<file path="src/rtl/fifo_rd_stream.sv">
// Read-side adapter: pops a latency-RD_LAT FIFO into a small skid buffer and
// presents the words as a valid/ready stream, never popping more than it can hold.
module fifo_rd_stream #(
   parameter int DSIZE  = 8,
   parameter int RD_LAT = 2,
   parameter int BDEPTH = 4
) (
   input  logic             rclk,
   input  logic             rrst,
   input  logic             rempty,
   input  logic [DSIZE-1:0] rdata,
   output logic             rinc,
   output logic [DSIZE-1:0] m_data,
   output logic             m_valid,
   input  logic             m_ready,
   output logic [15:0]      rcount
);

   localparam int AW = $clog2(BDEPTH);
   localparam int CW = AW + 1;
   localparam logic [CW-1:0] DEPTH = CW'(BDEPTH);

   logic [RD_LAT-1:0] vld_pipe;
   logic [DSIZE-1:0]  mem [BDEPTH];
   logic [AW-1:0]     wptr, rptr;
   logic [CW-1:0]     occ, inflight, credit;
   logic              cap, hs;

   always_comb begin
      inflight = '0;
      for (int i = 0; i < RD_LAT; i++) inflight = inflight + CW'(vld_pipe[i]);
   end

   // Credit counts every slot a word could still land in, so pops never overrun mem.
   assign credit  = DEPTH - occ - inflight;
   assign rinc    = ~rempty & ~rrst & (credit != '0);
   assign cap     = vld_pipe[RD_LAT-1];
   assign m_valid = (occ != '0);
   assign hs      = m_valid & m_ready;
   assign m_data  = mem[rptr];

   always_ff @(posedge rclk or posedge rrst) begin
      if (rrst) begin
         vld_pipe <= '0;
         wptr     <= '0;
         rptr     <= '0;
         occ      <= '0;
         rcount   <= '0;
      end else begin
         vld_pipe <= RD_LAT'({vld_pipe, rinc});
         if (cap) wptr <= wptr + 1'b1;
         if (hs) begin
            rptr   <= rptr + 1'b1;
            rcount <= rcount + 16'd1;
         end
         occ <= occ + CW'(cap) - CW'(hs);
      end
   end

   always_ff @(posedge rclk) begin
      if (cap) mem[wptr] <= rdata;
   end

endmodule

</file>
<file path="config.mk">
export PLATFORM = sky130hd
export DESIGN_NAME = fifo_rd_stream
export DESIGN_NICKNAME = d
export VERILOG_FILES = /design/src/rtl/fifo_rd_stream.sv
export SDC_FILE = /design/constraint.sdc
export NUM_CORES = 1
export LEC_CHECK = 0
export CORE_ASPECT_RATIO = 2
export CORE_UTILIZATION = 40
export DETAILED_ROUTE_END_ITERATION = 6
export HOLD_SLACK_MARGIN = 0.1
export RECOVER_POWER = 25
export SYNTH_ARGS = -nofsm -noshare
export SYNTH_HDL_FRONTEND = slang
export SYNTH_SLANG_ARGS = --single-unit
</file>
<file path="constraint.sdc">
create_clock -name rclk -period 4.3 [get_ports rclk]
set_input_delay 0.43 -clock rclk [delete_from_list [all_inputs] [get_ports rclk]]
set_output_delay 0.43 -clock rclk [all_outputs]
set_load 0.01 [all_outputs]
</file>
# Word level (Yosys, flattened, before mapping)
# Memory sizes are Yosys's and may differ from the RTL's.
# Index checks and enable logic that the tools add are counted.
dict set report word_totals {
  output_inout_bits 26
  reg_bits 25
  mem_count 1
  input_bits 12
  ram_bits 32
  elab_cells 23
}
# memory words word_bits read_ports rd_ports_with_merged_regs write_ports line_no
set memory_table {}
lappend memory_table {mem 4 8 1 0 1 24} ;# logic [DSIZE-1:0] mem [BDEPTH];
dict set report op_classes {
  reduce_logical 2
  bitwise_logic 5
  addsub 8
  mux 2
}
# cell count
set ops {}
lappend ops {{16-bit by 1-bit adder with 16-bit output, second input constant} 1}
lappend ops {{3-bit nonzero test} 2}
lappend ops {{2-bit by 1-bit adder with 2-bit output, second input constant} 2}
lappend ops {{3-bit by 1-bit adder with 3-bit output} 1}
lappend ops {{1-bit bitwise AND} 3}
lappend ops {{3-bit by 1-bit subtractor with 3-bit output} 1}
lappend ops {{3-bit by 2-bit subtractor with 3-bit output} 1}
lappend ops {{3-bit subtractor, first input constant} 1}
lappend ops {{1-bit by 1-bit adder with 2-bit output} 1}
lappend ops {{1-bit 2-to-1 mux} 2}
lappend ops {{1-bit NOT} 2}

# Longest topological paths before layout
# Gate-level depths: netlist of the first run.
dict set report depth {
  word_depth 4
  depth_mapped 9
  ltp_nobuf 8
}

# Least setup slack after synthesis of the first run
# No wires, ideal clock.
dict set report synth_timing {
  path_type {register to output}
  startpoint {reg vld_pipe[1]}
  endpoint {out rinc}
  arrival_time_ps 1765
  path_stages_with_launch 9
  path_slack_ps 2105
  required_ps 3870
  path_cell_list {dfrtp_1 > ha_1 > ha_1 > inv_1 > ha_1 > xnor2_1 > xnor2_1 > nor3_1 > nor3_1}
}
dict set report synth_via {
  elab_chain_len 4
}
# element line_no
set synth_rtl {}
lappend synth_rtl {{start: declaration} 23} ;# logic [RD_LAT-1:0] vld_pipe;
lappend synth_rtl {{start signal: assignment} 50} ;# vld_pipe <= RD_LAT'({vld_pipe, rinc});
lappend synth_rtl {{1-bit by 1-bit adder with 2-bit output} 31} ;# for (int i = 0; i < RD_LAT; i++) inflight = inflight + CW'(vld_pipe[i]);
lappend synth_rtl {{3-bit by 2-bit subtractor with 3-bit output} 35} ;# assign credit = DEPTH - occ - inflight;
lappend synth_rtl {{3-bit nonzero test} 36} ;# assign rinc = ~rempty & ~rrst & (credit != '0);
lappend synth_rtl {{1-bit bitwise AND} 36}
lappend synth_rtl {{end: declaration} 12} ;# output logic rinc,
# No other way between the ends.

# Final worst setup path of the first run
# Ends and elaborated chain as after synthesis.

==> qor.txt, run 1 <==
Vias/cell -> 5.18
Post-Synthesis Cells -> 149
Slew Limit Fails -> 0
Failing checks -> design-rule violations
Inst Count DP -> 243
Largest cells by area after synthesis -> edfxtp_1, dfrtp_1, mux4_2
Gr ovfl total -> 0
Worst setup SP type -> flop
Final Core Density -> 54.0%
Initial core utilization -> 41.7%
Relative slew margins -> 36.4%
Die W -> 56.8 um
Initial antenna violation count -> 0
Setup CP Type -> flop to primary output
Layout cells sized above 1 -> 13.1%
Pwr dens -> 665 nW/um^2
Total of max-cap violations -> 0
Worst slew pin tran -> 0.953 ns
Tmin final -> 3.08 ns
Multi-input logic area -> 742 um^2
Hold Worst Slack -> 0.380 ns
Root Buffer Master -> clkbuf_16
Cts repair resizes -> 0
CTS Sinks -> 57
Synth area leader -> edfxtp_1
Sum of buffers and inverters on the critical path -> 2
GRT Total Usage -> 15.0%
Storage element area -> 1590 um^2
Most instantiated cells after synthesis -> edfxtp_1, dfrtp_1, xnor2_1
Aggregate routed wire length -> 4070 um
Post-synth top area share -> 40.0%
RSZ-0062 raised after global routing -> false
Layout Nets -> 217
First-pass GRT wire length -> 6890 um
Crit Path Max Fanout -> 9
Worst skew pair latency -> 0.32 ns
Number of setup buffers added after CTS -> 0
Top_reg_cell synth -> edfxtp_1
CP required -> 3.87 ns
Setup TNS -> 0 ns
Seq/Total Area, Yosys -> 66.1%
Cell mode on critical path -> ha_1
Final ANT Viol Nets -> 0
Yosys cell types -> 25
Fmax -> 0.325 GHz
CP max stage cell -> clkdlybuf4s50_1
Vias -> 1342
Drt pass-1 iters -> 6
Antenna diode count -> 0
Top-count cell post-synth -> edfxtp_1
Largest net degree at the start of global routing -> 26
Post-route clock period utilization -> 71.6%
Setup slack at placement -> 1.55 ns
Fill cells -> 494
Estimated wirelength of the detail-placed design -> 2890 um
Pwr Total -> 2.07 mW
Clk slew on worst S/H paths -> 0.04 ns
IO Count -> 38
# hold bufs at CTS -> 0
Fin cells -> 259
Core Footprint -> 5760 um^2
Syn Nets -> 173
Synthesized cell area -> 2400 um^2
Max Clock Skew -> 0.00374 ns
Initial DRC Count -> 30
HP Class -> flop to flop
CTS Buffer Depth -> 2
Die height -> 112 um
Placed inst area -> 2820 um^2
Placer's final routability congestion estimate -> 0.741
Number of global-route vias before repair -> 1415
Residual DRC count -> 6
IO Port Bufs -> 37
CP cell instances -> ha_1 > ha_1 > inv_1 > ha_1 > xnor2_1 > xnor2_1 > nor3_1 > nor3_1 > clkdlybuf4s50_1
CP endpoint kind -> primary output
Arrival @ worst endpoint -> 2.65 ns
Max IR drop VDD -> 0.396 mV
Number of flops mapped to enable cells by yosys -> 32
CP delay by family, top -> adder cells
Die area -> 6340 um^2
Design area -> 3110 um^2
Yosys reg bits -> 57
Hold Vio Cnt, Final -> 0
# H-tree levels -> 3
Num rows -> 39
Per-cell routed wire length -> 15.7 um
CTS tree -> built
Fin worst setup slack -> 1.22 ns
Number of buffers created by CTS -> 9
Leak -> 1.22 nW
CP peak stage delay -> 0.57 ns
Yosys synthesis warning count -> 0
Async set-reset flop share out of synthesis -> 43.9%
Area grow syn2layout -> 29.4%
Syn Area/Cell -> 16.1 um^2
Final setup fails -> 0
Status -> complete, but fails checks
[layout make-up]
class                      count  share of cell area [%]
clock buffer                  12                    7.93
inverter                      11                    1.33
clock inverter                 4                    1.41
multi-input combinational     77                    23.9
timing repair buffer          37                    11.9
sequential                    57                    51.1
tap                           61                    2.46
[routing by layer]
metal  up-vias  GRT usage (%)  routed length (um)
li1        618              -                   -
met2        38           25.2                2200
met5         -              0                   0
met4         0           9.27                 125
met1       676           15.6                1510
met3        10           5.23                 229
[registers in the layout, indices dropped and copies added, names as in the netlist]
register,cells
mem,32
rcount,16
occ,3
rptr,2
vld_pipe,2
wptr,2
[placed cells by master (no fill, tap or decap), types with 4 or more instances in the layout]
master / n
edfxtp_1: 32
clkdlybuf4s50_1: 29
dfrtp_1: 25
xnor2_1: 19
inv_1: 11
ha_1: 11
clkbuf_16: 9
mux4_2: 8
dlygate4sd3_1: 8
nand2_1: 7
nand3_1: 6
and2_1: 4
[power by group]
part,internal (mW),switching (mW),leakage (nW)
combinational,0.340,0.224,0.471
clock,0.458,0.215,0.144
sequential,0.694,0.134,0.606
[path summary, 6_finish.rpt]
kind	startpoint	end	slack, ns	cells past startpoint
hold reg to reg	vld_pipe[0]	vld_pipe[1]	0.38	0
max in group asynchronous	rrst	rcount[5]	3.05	2
min in group asynchronous	rrst	vld_pipe[0]	0.66	2
hold / removal	vld_pipe[0]	vld_pipe[1]	0.38	0
setup / recovery	vld_pipe[1]	rinc	1.22	9
setup reg to reg	occ[1]	occ[2]	2.07	8
[kinds of logic after synthesis]
logic type                 count (synthesis)  share of synthesized area, %
DFF                                       57                          66.1
adders and majority gates                 12                          6.57
buffers and inverters                     15                          3.02
xor gates and xnor gates                  22                          8.03
muxes                                      9                          7.97
and+or+nand+nor                           32                          7.76
AOI/OAI and AO/OA                          2                         0.573
Note: power is estimated with default switching activity, not from simulation.
==> inputs of run 2 (changes only) <==
==> constraint.sdc (replaced) <==
create_clock -name rclk -period 2.6 [get_ports rclk]
set_input_delay 0.26 -clock rclk [delete_from_list [all_inputs] [get_ports rclk]]
set_output_delay 0.26 -clock rclk [all_outputs]
set_load 0.01 [all_outputs]
==> run 2 against run 1 <==
Effect of this change:
- the run still ends with design-rule violations left
- critical path depth stayed put
- register-to-register slack worse by 1.5 ns
- non-clock buffer count is 5 higher
- sequential cell count stayed put
- worst hold slack better by 0.016 ns
- clock skew is 0.0010 ns higher
- critical endpoint unchanged
- largest power group unchanged
- highest routed layer unchanged
==> qor.txt, run 2 (same netlist as run 1, synthesis figures left out) <==
Estimated wirelength of the detail-placed design -> 2990 um (+3.7%)
Max reg flops -> 32 (unchanged)
IO Count -> 38 (unchanged)
Setup CP Type -> flop to primary output
Post-route clock period utilization -> 92.7%
Commonest cells after routing, fill and taps aside -> edfxtp_1, clkdlybuf4s50_1, dfrtp_1, xnor2_1
Initial core utilization -> 41.7% (unchanged)
Leak -> 1.25 nW (+2.1%)
Hold Vio Cnt, Final -> 0 (unchanged)
Setup slack at placement -> 0.0440 ns (-1.51 ns)
Max Clock Skew -> 0.00478 ns (+0.00104 ns)
Number of global-route vias before repair -> 1502 (+6.1%)
Root Buffer Master -> clkbuf_16
Clk slew on worst S/H paths -> 0.05 ns (about the same)
Initial antenna violation count -> 0 (unchanged)
CTS Sinks -> 57 (unchanged)
Switching power -> 976 uW (+70%)
Largest net degree at the start of global routing -> 26 (unchanged)
CTS tree -> built
Worst skew pair latency -> 0.32 ns (about the same)
Per-cell routed wire length -> 15.8 um (+0.40%)
Die W -> 56.8 um (unchanged)
RSZ-0062 raised after global routing -> false
Number of buffers created by CTS -> 9 (unchanged)
Aggregate routed wire length -> 4160 um (+2.3%)
# H-tree levels -> 3 (unchanged)
Crit path from -> occ[0]
Slew Limit Fails -> 0 (unchanged)
Relative slew margins -> 9.63% (-27 points)
Vias -> 1323 (-1.4%)
Tmin final -> 2.41 ns
Sw frac -> 28.0% (+0.30 points)
IO Port Bufs -> 37 (unchanged)
Failing checks -> design-rule violations
Fin cells -> 264 (+1.9%)
Clock share of power -> 32.2% (-0.4 points)
Layout cells sized above 1 -> 15.8% (+2.6 points)
Min-delay src -> vld_pipe[0]
Reg power frac -> 39.0% (-1.1 points)
Fill cells -> 478 (-3.2%)
Setup TNS -> 0 ns (unchanged)
CTS Buffer Depth -> 2 (unchanged)
Largest reg by FF count -> mem
GRT Total Usage -> 15.4% (+0.46 points)
FF-to-FF Start -> occ[1]
CP endpoint kind -> primary output
Pwr dens -> 1110 nW/um^2 (+67%)
Fin worst setup slack -> 0.190 ns (-1.03 ns)
CP required -> 2.34 ns (-1.53 ns)
Combinational Power Share -> 28.8% (+1.5 points)
Vias/cell -> 5.01 (-3.3%)
Commonest non-fill, non-tap cell in the layout -> edfxtp_1
Int Power -> 2.51 mW (+68%)
Max IR drop VDD -> 0.621 mV (+57%)
Die area -> 6340 um^2 (unchanged)
Biggest regs -> mem x32, rcount x16, occ x3
Initial DRC Count -> 32 (+6.7%)
Residual DRC count -> 6 (unchanged)
Final ANT Viol Nets -> 0 (unchanged)
Placer's final routability congestion estimate -> 0.717 (-3.3%)
Die height -> 112 um (unchanged)
Antenna diode count -> 0 (unchanged)
Area grow syn2layout -> 30.9%
Crit Path Max Fanout -> 4 (-5)
Arrival @ worst endpoint -> 2.15 ns (-0.50 ns)
# hold bufs at CTS -> 0 (unchanged)
Final setup fails -> 0 (unchanged)
HP Class -> flop to flop
Inst Count DP -> 247 (+1.6%)
Num rows -> 39 (unchanged)
Worst slew pin tran -> 1.36 ns (+0.403 ns)
First-pass GRT wire length -> 7170 um (+4.0%)
Layout Nets -> 222 (+2.3%)
Status -> complete, but fails checks
Worst setup SP type -> flop
Total of max-cap violations -> 0 (unchanged)
Drt pass-1 iters -> 7 (+1)
Gr ovfl total -> 0 (unchanged)
Core Footprint -> 5760 um^2 (unchanged)
Fmax -> 0.415 GHz
## run 2: cell types whose count changed in the layout (fill, tap and decap cells not counted), sizes merged
cell           change
clkdlybuf4s50      -2
clkbuf             +1
buf                +5
dlygate4sd3        +1
## run 2: final cells by class
class | count | area (um^2) | share of cell area, %
flip-flops and latches | 57 | 1590 | 50.5
multi-input cells | 77 | 749 | 23.8
repair buffers | 42 | 399 | 12.7
clock buffers | 12 | 246 | 7.84
well taps | 61 | 76.3 | 2.43
clock inverters | 4 | 43.8 | 1.39
inverters | 11 | 41.3 | 1.31
## run 2: path summary, 6_finish.rpt
kind                               endpoint  slack [ns]  cells past startpoint
worst max-delay path                   rinc        0.19                      9
worst min-delay path            vld_pipe[1]        0.40                      0
worst max register to register       occ[2]        0.53                      8
worst min register to register  vld_pipe[1]        0.40                      0
max in group asynchronous         rcount[7]        0.91                      3
min in group asynchronous       vld_pipe[0]        0.89                      3
## run 2: power by group through the flow
stage               logic [mW]  clock network [mW]  registers [mW]
detailed placement        1.01                   0            1.38
CTS                       1.03                1.15            1.36
finish                    1.00                1.12            1.36
floorplan                0.635                   0            1.30
global placement         0.961                   0            1.37
global route              1.12                1.18            1.39
## run 2: critical path, cell delays in order, from the launching register on
cell and delay [ns]:
dfrtp_1 0.39, ha_1 0.19, ha_1 0.27, inv_1 0.05, ha_1 0.21, xnor2_2 0.14
xnor2_1 0.16, nor3_1 0.06, nor3_1 0.18, buf_2 0.17
## run 2: timing repair
action	in CTS	in global routing
hold endpoints to repair	0	0
buffers inserted	1	0
pin swaps	1	1
endpoints found under the setup margin	1	1
resized for setup	4	1
## run 2: per-stage QoR
| stage | cell area [um^2] | hold WS [ns] | power (mW) | utilization (%) |
|---|---|---|---|---|
| 3_5_place_dp | 2850 | 0.378 | 2.38 | 49.4 |
| 3_3_place_gp | 2850 | 0.376 | 2.33 | 49.4 |
| 6_report | 3140 | 0.395 | 3.48 | 54.6 |
| 4_1_cts | 3150 | 0.360 | 3.55 | 54.8 |
| 2_1_floorplan | 2400 | 0.287 | 1.94 | - |
| 5_1_grt | 3140 | 0.402 | 3.69 | 54.6 |
## run 2: metal layers
metal / track usage, % / share of wire (%)
met1: 17.0 / 38
met2: 25.8 / 56
met3: 4.65 / 4.3
met4: 9.11 / 1.6
met5: 0 / 0
